==> src/rtl/uart_pkg.sv <==
// Shared UART definitions: data width, receive-drain FSM state encoding and a
// small saturating-counter helper.
package uart_pkg;

  localparam int UART_WIDTH = 8;

  // Drain FSM encoding, kept as plain constants for legacy compatibility.
  localparam logic [1:0] ST_IDLE = 2'd0;
  localparam logic [1:0] ST_ULD  = 2'd1;
  localparam logic [1:0] ST_CAPT = 2'd2;

  localparam int DROP_CNT_W = 8;

  typedef logic [1:0]            drain_state_t;
  typedef logic [DROP_CNT_W-1:0] drop_cnt_t;

  function automatic drop_cnt_t sat_inc(input drop_cnt_t v);
    return (v == {DROP_CNT_W{1'b1}}) ? v : v + drop_cnt_t'(1);
  endfunction

endpackage

==> src/rtl/rx_fifo_ram.sv <==
// Storage array for the receive FIFO: one synchronous write port and one
// asynchronous read port so the head entry is visible show-ahead.
module rx_fifo_ram #(
  parameter int DEPTH_LOG2 = 4,
  parameter int WIDTH      = 8
) (
  input  logic                  rxclk,
  input  logic                  we,
  input  logic [DEPTH_LOG2-1:0] waddr,
  input  logic [WIDTH-1:0]      wdata,
  input  logic [DEPTH_LOG2-1:0] raddr,
  output logic [WIDTH-1:0]      rdata
);

  logic [WIDTH-1:0] mem [2**DEPTH_LOG2];

  // NOTE: the array has no reset; the pointers alone decide which entries are valid,
  // and leaving it unreset lets it map onto RAM or LUT storage.
  always_ff @(posedge rxclk) begin
    if (we) mem[waddr] <= wdata;
  end

  assign rdata = mem[raddr];

endmodule

==> src/rtl/uart_rx_fifo.sv <==
// UART receive drain and FIFO: unloads bytes from the UART holding register into
// a 2**DEPTH_LOG2-entry FIFO. Define RXFIFO_OVF_EN for overflow status/counter.
module uart_rx_fifo
  import uart_pkg::*;
#(
  parameter int DEPTH_LOG2 = 4,
  parameter int WIDTH      = UART_WIDTH
) (
  input  logic                  rxclk,
  input  logic                  reset,
  input  logic                  rx_empty,
  input  logic [WIDTH-1:0]      rx_data,
  output logic                  uld_rx_data,
  input  logic                  rd_en,
  output logic [WIDTH-1:0]      rd_data,
  output logic                  fifo_empty,
  output logic                  fifo_full,
  output logic [DEPTH_LOG2:0]   fifo_count
`ifdef RXFIFO_OVF_EN
  ,
  input  logic                  ovf_clr,
  output logic                  ovf,
  output logic [DROP_CNT_W-1:0] drop_cnt
`endif
);

  drain_state_t          state;
  logic [DEPTH_LOG2:0]   wr_ptr;
  logic [DEPTH_LOG2:0]   rd_ptr;
  logic                  capt;
  logic                  pop;
  logic                  wr_accept;
  logic                  drop;

  // Drain FSM: one unload strobe per byte, capture on the following cycle.
  // NOTE: state registers use non-blocking assignments so every flop samples
  // pre-edge values regardless of block ordering.
  always_ff @(posedge rxclk or posedge reset) begin
    if (reset) begin
      state       <= ST_IDLE;
      uld_rx_data <= 1'b0;
    end else begin
      case (state)
        ST_IDLE: begin
          if (!rx_empty) begin
            uld_rx_data <= 1'b1;
            state       <= ST_ULD;
          end
        end
        ST_ULD: begin
          uld_rx_data <= 1'b0;
          state       <= ST_CAPT;
        end
        ST_CAPT: begin
          state <= ST_IDLE;
        end
        default: begin
          uld_rx_data <= 1'b0;
          state       <= ST_IDLE;
        end
      endcase
    end
  end

  // Extra pointer MSB distinguishes full from empty when the indices match.
  assign fifo_count = wr_ptr - rd_ptr;
  assign fifo_empty = (wr_ptr == rd_ptr);
  assign fifo_full  = (wr_ptr[DEPTH_LOG2] != rd_ptr[DEPTH_LOG2]) &&
                      (wr_ptr[DEPTH_LOG2-1:0] == rd_ptr[DEPTH_LOG2-1:0]);

  // A pop in the capture cycle frees a slot, so a full FIFO still accepts the byte.
  assign capt      = (state == ST_CAPT);
  assign pop       = rd_en && !fifo_empty;
  assign wr_accept = capt && (!fifo_full || pop);
  assign drop      = capt && fifo_full && !pop;

  always_ff @(posedge rxclk or posedge reset) begin
    if (reset) begin
      wr_ptr <= '0;
      rd_ptr <= '0;
    end else begin
      if (wr_accept) wr_ptr <= wr_ptr + 1'b1;
      if (pop)       rd_ptr <= rd_ptr + 1'b1;
    end
  end

  rx_fifo_ram #(
    .DEPTH_LOG2 (DEPTH_LOG2),
    .WIDTH      (WIDTH)
  ) u_ram (
    .rxclk (rxclk),
    .we    (wr_accept),
    .waddr (wr_ptr[DEPTH_LOG2-1:0]),
    .wdata (rx_data),
    .raddr (rd_ptr[DEPTH_LOG2-1:0]),
    .rdata (rd_data)
  );

`ifdef RXFIFO_OVF_EN
  // A drop coinciding with a clear restarts the count at one.
  always_ff @(posedge rxclk or posedge reset) begin
    if (reset) begin
      ovf      <= 1'b0;
      drop_cnt <= '0;
    end else if (drop) begin
      ovf      <= 1'b1;
      drop_cnt <= ovf_clr ? drop_cnt_t'(1) : sat_inc(drop_cnt);
    end else if (ovf_clr) begin
      ovf      <= 1'b0;
      drop_cnt <= '0;
    end
  end
`else
  logic drop_unused;
  assign drop_unused = drop;
`endif

endmodule

==> config.mk <==
export PLATFORM = sky130hd
export DESIGN_NAME = uart_rx_fifo
export DESIGN_NICKNAME = d
export VERILOG_FILES = /design/src/rtl/uart_pkg.sv /design/src/rtl/rx_fifo_ram.sv /design/src/rtl/uart_rx_fifo.sv
export SDC_FILE = /design/constraint.sdc
export NUM_CORES = 1
export LEC_CHECK = 0
export CAP_MARGIN = 20
export CORE_UTILIZATION = 50
export CTS_CLUSTER_DIAMETER = 60
export CTS_CLUSTER_SIZE = 14
export DETAILED_ROUTE_END_ITERATION = 8
export PLACE_DENSITY = 0.68
export REMOVE_ABC_BUFFERS = 1
export SYNTH_ARGS = -nofsm -noshare
export SYNTH_HDL_FRONTEND = slang
export SYNTH_SLANG_ARGS = --single-unit
==> constraint.sdc <==
create_clock -name rxclk -period 3.4 [get_ports rxclk]
set_input_delay 0.51 -clock rxclk [delete_from_list [all_inputs] [get_ports rxclk]]
set_output_delay 0.51 -clock rxclk [all_outputs]
set_load 0.02 [all_outputs]
Yosys cells after proc, flatten, opt, wreduce, memory -nomap -nowiden --
Memories as Yosys holds them, arrays and structs flattened. Index checks and enable logic that the tools add are counted.
Storage, ports and cells: register bits 13, RAM bits 128, output and inout bits 16, logic and storage cells 29, memories 1
Memory list:
- u_ram.mem | depth 16, width 8, rd ports 1, clocked after memory_dff 0, wr ports 1, RTL line rx_fifo_ram.sv:15 | logic [WIDTH-1:0] mem [2**DEPTH_LOG2];
Cells by class: add/sub/neg operators 3, equality and inequality tests 6, mux-type cells 6, bitwise gates (word level) 1, reductions and logical operators 8
Operators with widths (count):
- $add 5x1->5 const B | 2
- $eq 5x5->1 | 1
- $sub 5x5->5 | 1
- $eq 4x4->1 | 1
- $pmux 2 s2 | 1
- $logic_and 1x1->1 | 3
- $mux 1 | 3
- $eq 2x1->1 const B | 1
- $eq 2x2->1 const B | 1
- $logic_not 1->1 | 2
- $logic_not 2->1 | 1
- $mux 2 | 1
- $ne 2x2->1 const B | 1
- $pmux 1 s2 | 1
- $reduce_and 2->1 | 1
- $logic_or 1x1->1 | 1
- $ne 1x1->1 | 1
- $not 1->1 | 1

Longest topological paths before layout --
word-level depth 7, gate-level depth with buffers 9, gate-level depth less buffers 7

Hierarchy --
A second synthesis with hierarchy kept.
Unflattened totals: cell total of the unflattened synthesis 290, area, all modules 5719.2 µm²
Modules (own cells, without submodules):
- rx_fifo_ram | instances 1, cells an instance 221, area an instance 4987.3 µm²
- uart_rx_fifo | instances 1, cells an instance 69, area an instance 732.0 µm²

Least setup slack after synthesis --
Ideal clock, no wire load.
kind register -> register, start point register rd_ptr[1], end point memory u_ram.mem[0][0] (enable), arrival time 2.345 ns, data required time 3.017 ns, slack 0.672 ns, cell stages (with the launch flop) 10, path buffers 3, clock period less this slack 2.728 ns, path through dfrtp_1 buf_2 clkbuf_1 inv_1 ha_1 nand4_1 o311a_1 buf_6 nand2_1 nor3_1
On the way: word-level cells in the longest chain between the ends 7, elaborated cells on any way between the ends 10, those cells by class eq/ne: 2; mux: 2; reduce/logical: 6
Ends and longest elaborated chain:
- start, declared | RTL line uart_rx_fifo.sv:29 | logic [DEPTH_LOG2:0] rd_ptr;
- start signal, assigned | RTL line uart_rx_fifo.sv:83 | if (pop) rd_ptr <= rd_ptr + 1'b1;
- $eq 5x5->1 / $eq 4x4->1 (equally long branches) | RTL line uart_rx_fifo.sv:67, uart_rx_fifo.sv:69
- $logic_not 1->1 / $logic_and 1x1->1 (equally long branches) | RTL line uart_rx_fifo.sv:73, uart_rx_fifo.sv:68
- $logic_and 1x1->1 / $logic_not 1->1 (equally long branches) | RTL line uart_rx_fifo.sv:73, uart_rx_fifo.sv:74
- $logic_or 1x1->1 * | RTL line uart_rx_fifo.sv:74 | assign wr_accept = capt && (!fifo_full || pop);
- $logic_and 1x1->1 * | RTL line uart_rx_fifo.sv:74
- $mux 1 * | RTL line rx_fifo_ram.sv:20 | if (we) mem[waddr] <= wdata;
- $mux 1 (implied by the code) * | RTL line rx_fifo_ram.sv:20
- end, declared | RTL line rx_fifo_ram.sv:15
Every way passes the cells marked *; elsewhere a longest branch is shown, timed or not.

Final worst setup path --
start point register wr_ptr[0], end point output fifo_count[4]
On the way: word-level cells in the longest chain between the ends 1
Ends and longest elaborated chain:
- start, declared | RTL line uart_rx_fifo.sv:28 | logic [DEPTH_LOG2:0] wr_ptr;
- start signal, assigned | RTL line uart_rx_fifo.sv:82 | if (wr_accept) wr_ptr <= wr_ptr + 1'b1;
- $sub 5x5->5 | RTL line uart_rx_fifo.sv:66 | assign fifo_count = wr_ptr - rd_ptr;
- end, declared | RTL line uart_rx_fifo.sv:18 | output logic [DEPTH_LOG2:0] fifo_count
Every way passes these cells.

==> results.md <==
- Clk buf depth: 2
- Layout Utilization: 60.8%
- Grt total ovfl: 0
- Cts-stage hold buffer count: 0
- Nets: 378
- Placed Area: 6330 sq um
- Period minus WS final: 3.23 ns
- Post-DP HPWL: 7220 um
- Yosys top cell by area: edfxtp_1
- CTS clock-pin slew for the worst setup and hold paths: 0.06 ns
- Avg Inst Size Synth: 19.1 sq um
- Crit-path max FO: 4
- Area grow syn2layout: 18.5%
- Final Wtd Congestion: 0.789
- Hold slack: 0.434 ns
- Inserted Clock Buffers: 17
- Distinct cells, synth: 38
- Global-route wire length before repair: 16,300 um
- Pleak: 2.43 nW
- Period utilization: 95.1%
- Vias: 2,890
- Setup Fix Bufs, Post-CTS: 0
- FFs w/ async S/R, synth: 9.22%
- Antenna fix cells: 0
- Worst slew margin: 61.1%
- Post-synthesis sequential area ratio: 71.5%
- Max cap viols: 0
- Max-slew violation count: 0
- Die area: 12,100 sq um
- Core ar.: 11,400 sq um
- Top_reg_cell synth: edfxtp_1
- Synth top area cells: edfxtp_1 66%, mux4_1 7.2%, dfrtp_1 5.6%
- Crit path required time: 2.89 ns
- Die W: 110 um
- Starting Density: 51.3%
- Clock root buffer: clkbuf_16
- Post-synthesis sequential element count: 141
- TritonRoute pass-1 iters: 4
- CP endpoint kind: output port
- Hold Crit Class: primary input to asynchronous set/reset pin
- # IOs: 28
- Row cnt: 39
- CTS tree: done
- Chip height: 110 um
- GRT Util Overall: 19.5%
- Final setup viols: 0
- VDD IR-drop max: 0.808 mV
- Most frequent cells in the layout: 128 x edfxtp_1, 27 x clkdlybuf4s50_1, 24 x mux2i_1
- Worst skew pair latency: 0.41 ns
- RSZ-0062 raised after global routing: no
- IO Port Bufs: 27
- Layout Skew: 0.00825 ns
- Residual DRC: 0
- Via density: 5.66
- Final wirelength: 10,800 um
- Startpoint types: register
- Pin count of the biggest net entering global routing: 43
- Pwr per Cell Area: 888 nW/um^2
- Post-synth top area share: 65.9%
- Final ANT Viol Nets: 0
- H-tree depth: 4
- Critical path class: register to output port
- Number of global-route vias before repair: 2,868
- Slew @ Worst Pin: 0.582 ns
- Clk sinks: 141
- Post-route cell area: 6910 sq um
- Mapped Area: 5830 sq um
- Initial antenna violation count: 0
- Final hold vios: 0
- Commonest non-fill, non-tap cell in the layout: edfxtp_1
- WP data arrival: 2.72 ns
- CTS-repair resized insts: 0
- Wire per inst: 21.1 um
- Gate Count Post-Synth: 306
- Number of synthesized flops with an enable pin: 128
- Layout cells sized above 1: 16.0%
- YS warnings: 0
- Achievable Freq: 309 MHz
- Iter 0 DRT Violations: 156
- Status: finished, final reports clean
-- cells by family after synthesis --
| family | Yosys count | share of synthesized area, % |
|---|---|---|
| adder cells (fa/ha/maj) | 10 | 2.28 |
| multiplexers | 48 | 14.4 |
| AND/OR/NAND/NOR | 38 | 3.58 |
| buffers and inverters | 24 | 2.32 |
| AO/OA/AOI/OAI | 33 | 3.95 |
| XOR/XNOR | 12 | 1.93 |
| flip-flops | 141 | 71.5 |
-- cell type report --
| type | count | area (sq um) |
|---|---|---|
| fill | 817 | 4460 |
| sequential | 141 | 4170 |
| multi-input combinational | 141 | 1530 |
| clock buffer | 19 | 433 |
| timing repair buffer | 45 | 418 |
| tap | 143 | 179 |
| clock inverter | 12 | 145 |
| inverter | 10 | 37.5 |
-- per-stage QoR --
step	setup WS [ns]	TNS, ns	std cells	total power [mW]
after floorplan	-0.116	-3.07	292	3.55
after global placement	0.669	0	480	4.32
after detailed placement	0.617	0	480	4.37
after CTS	0.161	0	511	6.18
after global routing	0.00365	0	511	6.40
final	0.168	0	511	6.13
-- final timing paths --
check | start | to | slack [ns] | cells after the start
max | wr_ptr[0] | fifo_count[4] | 0.17 | 8
min reg2reg | state[0] | state[0] | 0.45 | 1
max in group asynchronous | reset | rd_ptr[1] | 2.58 | 2
max reg2reg | rd_ptr[3] | u_ram.mem[0][2] | 0.66 | 7
min | reset | rd_ptr[4] | 0.43 | 2
min in group rxclk | state[0] | state[0] | 0.45 | 1
-- synthesized netlist by cell type (3+ instances only) --
| master | instances |
|---|---|
| edfxtp_1 | 128 |
| mux2i_1 | 24 |
| mux4_1 | 16 |
| nor2_1 | 14 |
| dfrtp_1 | 13 |
| ha_1 | 9 |
| inv_1 | 9 |
| xnor2_1 | 9 |
| a22oi_1 | 8 |
| a32oi_1 | 8 |
| mux4_2 | 8 |
| o21ai_1 | 8 |
| nand2_1 | 7 |
| nor3_1 | 5 |
| clkbuf_1 | 4 |
| a21o_1 | 3 |
| buf_2 | 3 |
-- state kept, by name (all words and copies together) (netlist names) --
signal / flops
rd_ptr: 5
state: 2
u_ram.mem: 128
uld_rx_data: 1
wr_ptr: 5
-- critical path, cell delays in order (launching register included) --
cell and delay, ns:
dfrtp_1 0.42, inv_1 0.16, ha_1 0.16, inv_1 0.06
fa_1 0.40, a21o_1 0.18, a21oi_1 0.17, xnor2_1 0.14
clkdlybuf4s50_1 0.62
-- per-layer routing --
| layer | track usage (%) | up-vias | wire, um |
|---|---|---|---|
| li1 | - | 1340 | - |
| met1 | 27.6 | 1467 | 5050 |
| met2 | 29.1 | 79 | 5230 |
| met3 | 5.47 | 4 | 461 |
| met4 | 6.76 | 0 | 53 |
| met5 | 0 | - | 0 |
-- power breakdown --
part	switching [mW]	leakage, nW	internal, mW	total (mW)
combinational	1.15	0.854	1.03	2.17
clock	0.669	0.268	1.14	1.81
sequential	0.139	1.31	2.01	2.15
Power figures use the tool's default switching activity.
